$ cat src/rtl/lookup_ram_256x16.sv
// 256x16 synchronous RAM, one write and one read port, two-stage registered read.
// A read samples the array on its issue edge, so a same-edge write is not observed.
module lookup_ram_256x16 (
    input  logic        clk,
    input  logic        rst,
    input  logic        wr_valid,
    input  logic [7:0]  wr_addr,
    input  logic [15:0] wr_data,
    input  logic        rd_read,
    input  logic [7:0]  rd_addr,
    output logic [15:0] rd_data,
    output logic        rd_valid
);

    logic [15:0] mem [256];
    logic [15:0] stage_q;
    logic        stage_vld_q;
    logic [15:0] rd_data_q;
    logic        rd_valid_q;

    always_ff @(posedge clk) begin
        if (wr_valid) begin
            mem[wr_addr] <= wr_data;
        end
    end

    always_ff @(posedge clk) begin
        if (rd_read) begin
            stage_q <= mem[rd_addr];
        end
        if (stage_vld_q) begin
            rd_data_q <= stage_q;
        end
    end

    always_ff @(posedge clk) begin
        if (rst) begin
            stage_vld_q <= 1'b0;
            rd_valid_q  <= 1'b0;
        end else begin
            stage_vld_q <= rd_read;
            rd_valid_q  <= stage_vld_q;
        end
    end

    assign rd_data  = rd_data_q;
    assign rd_valid = rd_valid_q;

endmodule

$ cat src/rtl/credit_lookup.sv
// Stream lookup engine: input tokens address a 256x16 table, results leave through
// an output FIFO; a credit counter admits a read only when its FIFO slot is reserved.
module credit_lookup #(
    parameter int unsigned FIFO_DEPTH = 16
) (
    input  logic        aclk,
    input  logic        areset,
    input  logic [7:0]  in_tdata,
    input  logic        in_tvalid,
    output logic        in_tready,
    output logic [15:0] out_tdata,
    output logic        out_tvalid,
    input  logic        out_tready,
    input  logic        wr_valid,
    input  logic [7:0]  wr_addr,
    input  logic [15:0] wr_data
);

    localparam int unsigned CREDIT_W = $clog2(FIFO_DEPTH) + 1;
    localparam int unsigned PTR_W    = $clog2(FIFO_DEPTH);

    localparam logic [CREDIT_W-1:0] CREDIT_INIT = CREDIT_W'(FIFO_DEPTH);
    localparam logic [CREDIT_W-1:0] CREDIT_ONE  = CREDIT_W'(1);
    localparam logic [PTR_W:0]      PTR_ONE     = (PTR_W + 1)'(1);

    logic [CREDIT_W-1:0] credit_q, credit_d;
    logic [PTR_W:0]      wr_ptr_q, wr_ptr_d;
    logic [PTR_W:0]      rd_ptr_q, rd_ptr_d;
    logic [15:0]         fifo_q [FIFO_DEPTH];

    logic        in_hs;
    logic        out_hs;
    logic        fifo_empty;
    logic [15:0] ram_rd_data;
    logic        ram_rd_valid;

    lookup_ram_256x16 u_ram (
        .clk      (aclk),
        .rst      (areset),
        .wr_valid (wr_valid),
        .wr_addr  (wr_addr),
        .wr_data  (wr_data),
        .rd_read  (in_hs),
        .rd_addr  (in_tdata),
        .rd_data  (ram_rd_data),
        .rd_valid (ram_rd_valid)
    );

    // Pointers carry one extra wrap bit so full and empty are distinguishable.
    assign fifo_empty = (wr_ptr_q == rd_ptr_q);
    assign in_tready  = (credit_q != '0) && !areset;
    assign out_tvalid = !fifo_empty && !areset;
    assign out_tdata  = fifo_q[rd_ptr_q[PTR_W-1:0]];
    assign in_hs      = in_tvalid && in_tready;
    assign out_hs     = out_tvalid && out_tready;

    always_comb begin
        credit_d = credit_q;
        wr_ptr_d = wr_ptr_q;
        rd_ptr_d = rd_ptr_q;
        case ({in_hs, out_hs})
            2'b10:   credit_d = credit_q - CREDIT_ONE;
            2'b01:   credit_d = credit_q + CREDIT_ONE;
            default: credit_d = credit_q;
        endcase
        if (ram_rd_valid) begin
            wr_ptr_d = wr_ptr_q + PTR_ONE;
        end
        if (out_hs) begin
            rd_ptr_d = rd_ptr_q + PTR_ONE;
        end
    end

    always_ff @(posedge aclk) begin
        if (areset) begin
            credit_q <= CREDIT_INIT;
            wr_ptr_q <= '0;
            rd_ptr_q <= '0;
        end else begin
            credit_q <= credit_d;
            wr_ptr_q <= wr_ptr_d;
            rd_ptr_q <= rd_ptr_d;
        end
    end

    always_ff @(posedge aclk) begin
        if (ram_rd_valid) begin
            fifo_q[wr_ptr_q[PTR_W-1:0]] <= ram_rd_data;
        end
    end

endmodule

$ cat config.mk
export PLATFORM = sky130hd
export DESIGN_NAME = credit_lookup
export DESIGN_NICKNAME = d
export VERILOG_FILES = /design/src/rtl/lookup_ram_256x16.sv /design/src/rtl/credit_lookup.sv
export SDC_FILE = /design/constraint.sdc
export NUM_CORES = 2
export LEC_CHECK = 0
export ABC_AREA = 1
export BUFFER_PORTS_ARGS = -buffer_cell sky130_fd_sc_hd__buf_2
export CELL_PAD_IN_SITES_DETAIL_PLACEMENT = 0
export CELL_PAD_IN_SITES_GLOBAL_PLACEMENT = 1
export CORE_ASPECT_RATIO = 2
export CORE_MARGIN = 1
export CORE_UTILIZATION = 30
export CTS_CLUSTER_SIZE = 40
export DETAILED_ROUTE_END_ITERATION = 16
export PLACE_DENSITY_LB_ADDON = 0.1
export SLEW_MARGIN = 15
export SYNTH_ARGS = -nofsm -noshare
export SYNTH_HDL_FRONTEND = slang
export SYNTH_HIERARCHICAL = 1
export SYNTH_MEMORY_MAX_BITS = 65536
export SYNTH_SLANG_ARGS = --single-unit
$ cat constraint.sdc
create_clock -name aclk -period 3.5 [get_ports aclk]
set_input_delay 0.875 -clock aclk [delete_from_list [all_inputs] [get_ports aclk]]
set_output_delay 0.875 -clock aclk [all_outputs]
set_load 0.02 [all_outputs]
**Word-level counts from Yosys, hierarchy flattened**

Memory sizes are Yosys's and may differ from the RTL's. A register that Yosys moved wholly into a read port is not among the register bits.
Index checks and enable logic that the tools add are counted.

- Output and inout bits: 18
- Register bits after elaboration: 33
- Memories: 2
- Latch bits: 0
- RAM bits: 4352
- Word-level logic and storage cells: 30
- Bits of input ports: 37
- ROM bits: 0

Memory list:

| memory | depth | width | rd ports | clocked after Yosys merged registers in | write ports | RTL line | RTL |
|---|---|---|---|---|---|---|---|
| u_ram.mem | 256 | 16 | 1 | 1 | 1 | lookup_ram_256x16.sv:15 | `logic [15:0] mem [256];` |
| fifo_q | 16 | 16 | 1 | 1 | 1 | credit_lookup.sv:29 | `logic [15:0] fifo_q [FIFO_DEPTH];` |

- Equality and inequality tests: 3
- Div/mod/pow operators: 0
- Add/subtract/negate cells: 4
- Multiply operators: 0
- Mux-type cells: 7
- Shifts and indexed selects: 0
- Reduce and logical (&&, ||, !) cells: 8
- $lt $le $gt $ge: 0
- Bitwise logic cells: 0

Operators with widths:

| cell | count |
|---|---|
| 5-bit by 1-bit adder with 5-bit output, second input constant | 3 |
| 5-bit one-hot mux with 2 select lines | 1 |
| 4-bit 2-to-1 mux | 2 |
| 5-bit == test | 1 |
| 5-bit nonzero test | 1 |
| 5-bit by 1-bit subtractor with 5-bit output, second input constant | 1 |
| 1-bit logical AND | 4 |
| 1-bit 2-to-1 mux | 4 |
| 2-bit by 1-bit == test with 1-bit output, second input constant | 1 |
| 2-bit == test, second input constant | 1 |
| 1-bit zero test | 2 |
| 2-bit nonzero test | 1 |

**Logic depth before layout (Yosys ltp)**

- Word-level depth: 6
- Gate-level depth with buffers: 16
- Mapped depth without buffers: 16

**Hierarchy**

The synthesis kept the hierarchy.

By module, submodules not included:

| module | cells each | area each (µm²) | sequential area each (µm²) | instances |
|---|---|---|---|---|
| lookup_ram_256x16 | 13639 | 166419.6 | 123998.9 | 1 |
| credit_lookup | 969 | 11456.0 | 8067.7 | 1 |

**Worst setup path after synthesis**

Ideal clock, no wire load.

- Kind: input port to flip-flop
- Start: input port wr_valid
- End: memory u_ram.mem[162][0] (enable)
- Cell stages on the path: 4
- Path buffers: 2
- Setup time: 0.388 ns
- Slack: 0.785 ns
- Arrival: 2.327 ns
- Required time: 3.112 ns
- Path through: clkbuf_1 > nand3_1 > clkbuf_1 > nor2_1

- Word-level cells in the longest chain between the ends: 2

Ends and longest elaborated chain:

| element | RTL line | RTL |
|---|---|---|
| start: declaration | credit_lookup.sv:14 | `input logic wr_valid,` |
| 1-bit 2-to-1 mux | lookup_ram_256x16.sv:22 | `if (wr_valid) begin` |
| 1-bit 2-to-1 mux (implied by the code) | lookup_ram_256x16.sv:23 | `mem[wr_addr] <= wr_data;` |
| end: declaration | lookup_ram_256x16.sv:15 |  |

No other way between the ends.

==> results_dict.tcl <==
set metrics [dict create \
    drt_pass1_iterations 14 \
    r2r_start "wr_ptr_q[2]$_SDFFE_PP0P_" \
    clk_latency_ns 0.99 \
    start_kind "register" \
    nets 15549 \
    hold_violations 0 \
    fin_cells 23673 \
    area_delta_synth_final_pct 18.9 \
    synthMuxAreaShare_pct 0 \
    worstMarginPinSlew_ns 1.17 \
    wl_mm 702 \
    vias_per_cell 4.94 \
    synth-compound-area-share_pct 0.680 \
    finClkSkew_ns 0.0601 \
    cpMostUsedCell "nand3_1" \
    p_total_uw 114000 \
    hold_buffers 0 \
    cts.sinks 4405 \
    design.die.area_um2 596000 \
    core_um2 590000 \
    synth_top_cell_by_area "edfxtp_1" \
    synth_nets 14655 \
    run_status "complete, but fails checks" \
    grt_pass1_wl_mm 968 \
    synthCells 14608 \
    grt_pass1_vias 117918 \
    initial_core_util_pct 30.1 \
    synth_top_area_share_pct 74.0 \
    whs_ns 0.200 \
    crit_chain "buf_12, buf_4, buf_6, a21oi_1, o21ai_0, nand3_1, nand3_1, nand2_1, buf_2" \
    max_freq_ghz 0.295 \
    port_buffers 54 \
    num_io_pins 55 \
    root_buffer "clkbuf_16" \
    crit_arrival_ns 2.51 \
    post-route-period-util_pct 96.7 \
    hp-class "input pin to register" \
    synth_area_leaders "edfxtp_1 74%, nand3_1 12%, nand2_1 9.1%, buf_2 1.4%, nor2_1 0.67%" \
    cts_buffer_depth 4 \
    max_stage_delay_ns 0.36 \
    r2r_setup_slack_ns 0.94 \
    rsz0062_at_grt "false" \
    relSlewSlack_pct 22.1 \
    path_clk_slew_ns 0.06 \
    dp_cells 22892 \
    ys_seq_area_share_pct 74.2 \
    track_usage_pct 23.1 \
    synth_edf_count 4384 \
    path_buf_inv 4 \
    route.detailed.drc 10 \
    wl_per_cell_um 29.7 \
    synthAdderAreaFrac_pct 0.0746 \
    antenna_left 0 \
    yosysMostFrequentCell "edfxtp_1" \
    grt_max_degree 88 \
    antenna_found_initial 32 \
    p_leak_uw 0.0742 \
    hp-start "areset" \
    synth_flop_cell "edfxtp_1" \
    maxCapViolCount 0 \
    cts_buffers 419 \
    ys_warn_count 6 \
    crit_path_top_delay_cell "dfxtp_4" \
    worstPathMaxFanout 16 \
    path_class "register to output port" \
    globalplace.congestion 0.829 \
    avgSynthCellArea_um2 12.2 \
    endpoint_kind "output port" \
    setup_viol 0 \
    synth_top_family_by_area "simple AND/OR/NAND/NOR gates" \
    drv_slew 0 \
    synth_xor_area_share_pct 0.0246 \
    cp_top_family "buffers and inverters" \
    required_ns 2.62 \
    fin_crit_ns 3.38 \
    drive_above_1_share_pct 13.9 \
    synthSimpleGateAreaFrac_pct 21.5 \
    drt_iter0_markers 8447 \
    yosys-top-cells-count "4384 x edfxtp_1, 4328 x nand2_1, 4138 x nand3_1, 488 x buf_2, 319 x nor2_1" \
    dp_hpwl_mm 468 \
    ys_types 28 \
    ys_seq_elements 4405 \
    grt_overflow 0 \
    cts-htree-levels 5 \
    powerDensity_nw_per_um2 537 \
    async_flop_share_pct 0 \
    cts_tree "done" \
    ir_drop_mv 0.461 \
    fin_util_pct 35.9 \
    fp-row-count 399 \
    synth_area_um2 178000 \
    die_h_mm 1.09 \
    die_w_um 546 \
    num_vias 116935 \
    violations "design-rule violations" \
]
==> metal layers <==
metal | vias to the layer above | share of wire, % | GRT usage, %
met2 | 2235 | 55 | 45.2
met1 | 60000 | 36 | 24.9
met5 | - | 0.0036 | 0
met4 | 4 | 5.3 | 10.8
met3 | 827 | 2.7 | 1.71
li1 | 53869 | - | -
==> state kept, by name, indices dropped and copies added (netlist names), named ones only <==
name,cells
credit_q,5
u_ram/rd_valid,1
fifo_q,256
u_ram/stage_vld_q,1
wr_ptr_q,5
u_ram/mem,4096
u_ram/stage_q,16
rd_ptr_q,5
u_ram/rd_data,16
==> path summary, 6_finish.rpt <==
kind	to	cells past startpoint
setup reg to reg	credit_q[3]$_SDFFE_PP0P_	15
hold reg to reg	wr_ptr_q[4]$_SDFFE_PP0P_	1
setup / recovery	out_tdata[15]	9
hold / removal	wr_ptr_q[1]$_SDFFE_PP0P_	2
==> metrics by stage <==
step | cell area [µm²] | setup slack [ns] | TNS (ns)
after CTS | 212000 | 0.00238 | 0
after floorplan | 178000 | 0.785 | 0
after detailed placement | 198000 | -0.680 | -6.22
after global placement | 198000 | -0.703 | -6.53
final | 212000 | 0.115 | 0
after global routing | 212000 | 0.00371 | 0
==> power by group <==
group	switching, µW	total (µW)	internal, µW
clock network	21000	46600	25600
registers	96.8	58200	58100
logic	6170	8730	2560
==> what timing repair did <==
| action | in CTS | in global routing |
|---|---|---|
| gates resized for setup | 32 | 0 |
| endpoints found under the setup margin | 16 | 0 |
| setup buffers | 7 | 0 |
==> logic make-up (layout without fill, tap and decap cells) <==
family                     Yosys count  in the layout
DFF                               4405           4405
adders and majority gates           10             10
buffers and inverters             1187           2412
and+or+nand+nor                   8792           8792
xor gates and xnor gates             5              5
AOI/OAI and AO/OA                  209            209
other                                0             21
==> cells in the final DEF, fill, tap and decap left out, drive strengths merged, types with 64 or more instances in the layout <==
cell type,instances
a21oi,72
buf,1464
clkbuf,500
clkinv,177
edfxtp,4384
inv,210
nand2,4328
nand3,4140
nor2,319
o211ai,64
o21ai,71
==> worst reg2reg max path, delay by kind of cell (launching register included) <==
kind / cells / cell delay (ns)
AND/OR/NAND/NOR: 7 / 0.84
adder cells (fa/ha/maj): 2 / 0.52
flip-flops: 1 / 0.43
buffers and inverters: 4 / 0.34
XOR/XNOR: 1 / 0.16
AO/OA/AOI/OAI: 1 / 0.14
==> cell type report <==
class,instances,area [µm²]
flip-flops and latches,4405,132000
diodes,21,52.6
clock buffers,500,10900
inverters,196,792
multi-input cells,9016,40000
well taps,7819,9780
clock inverters,252,2620
repair buffers,1464,15400
fillers,57933,379000
(Power assumes the default switching activity.)
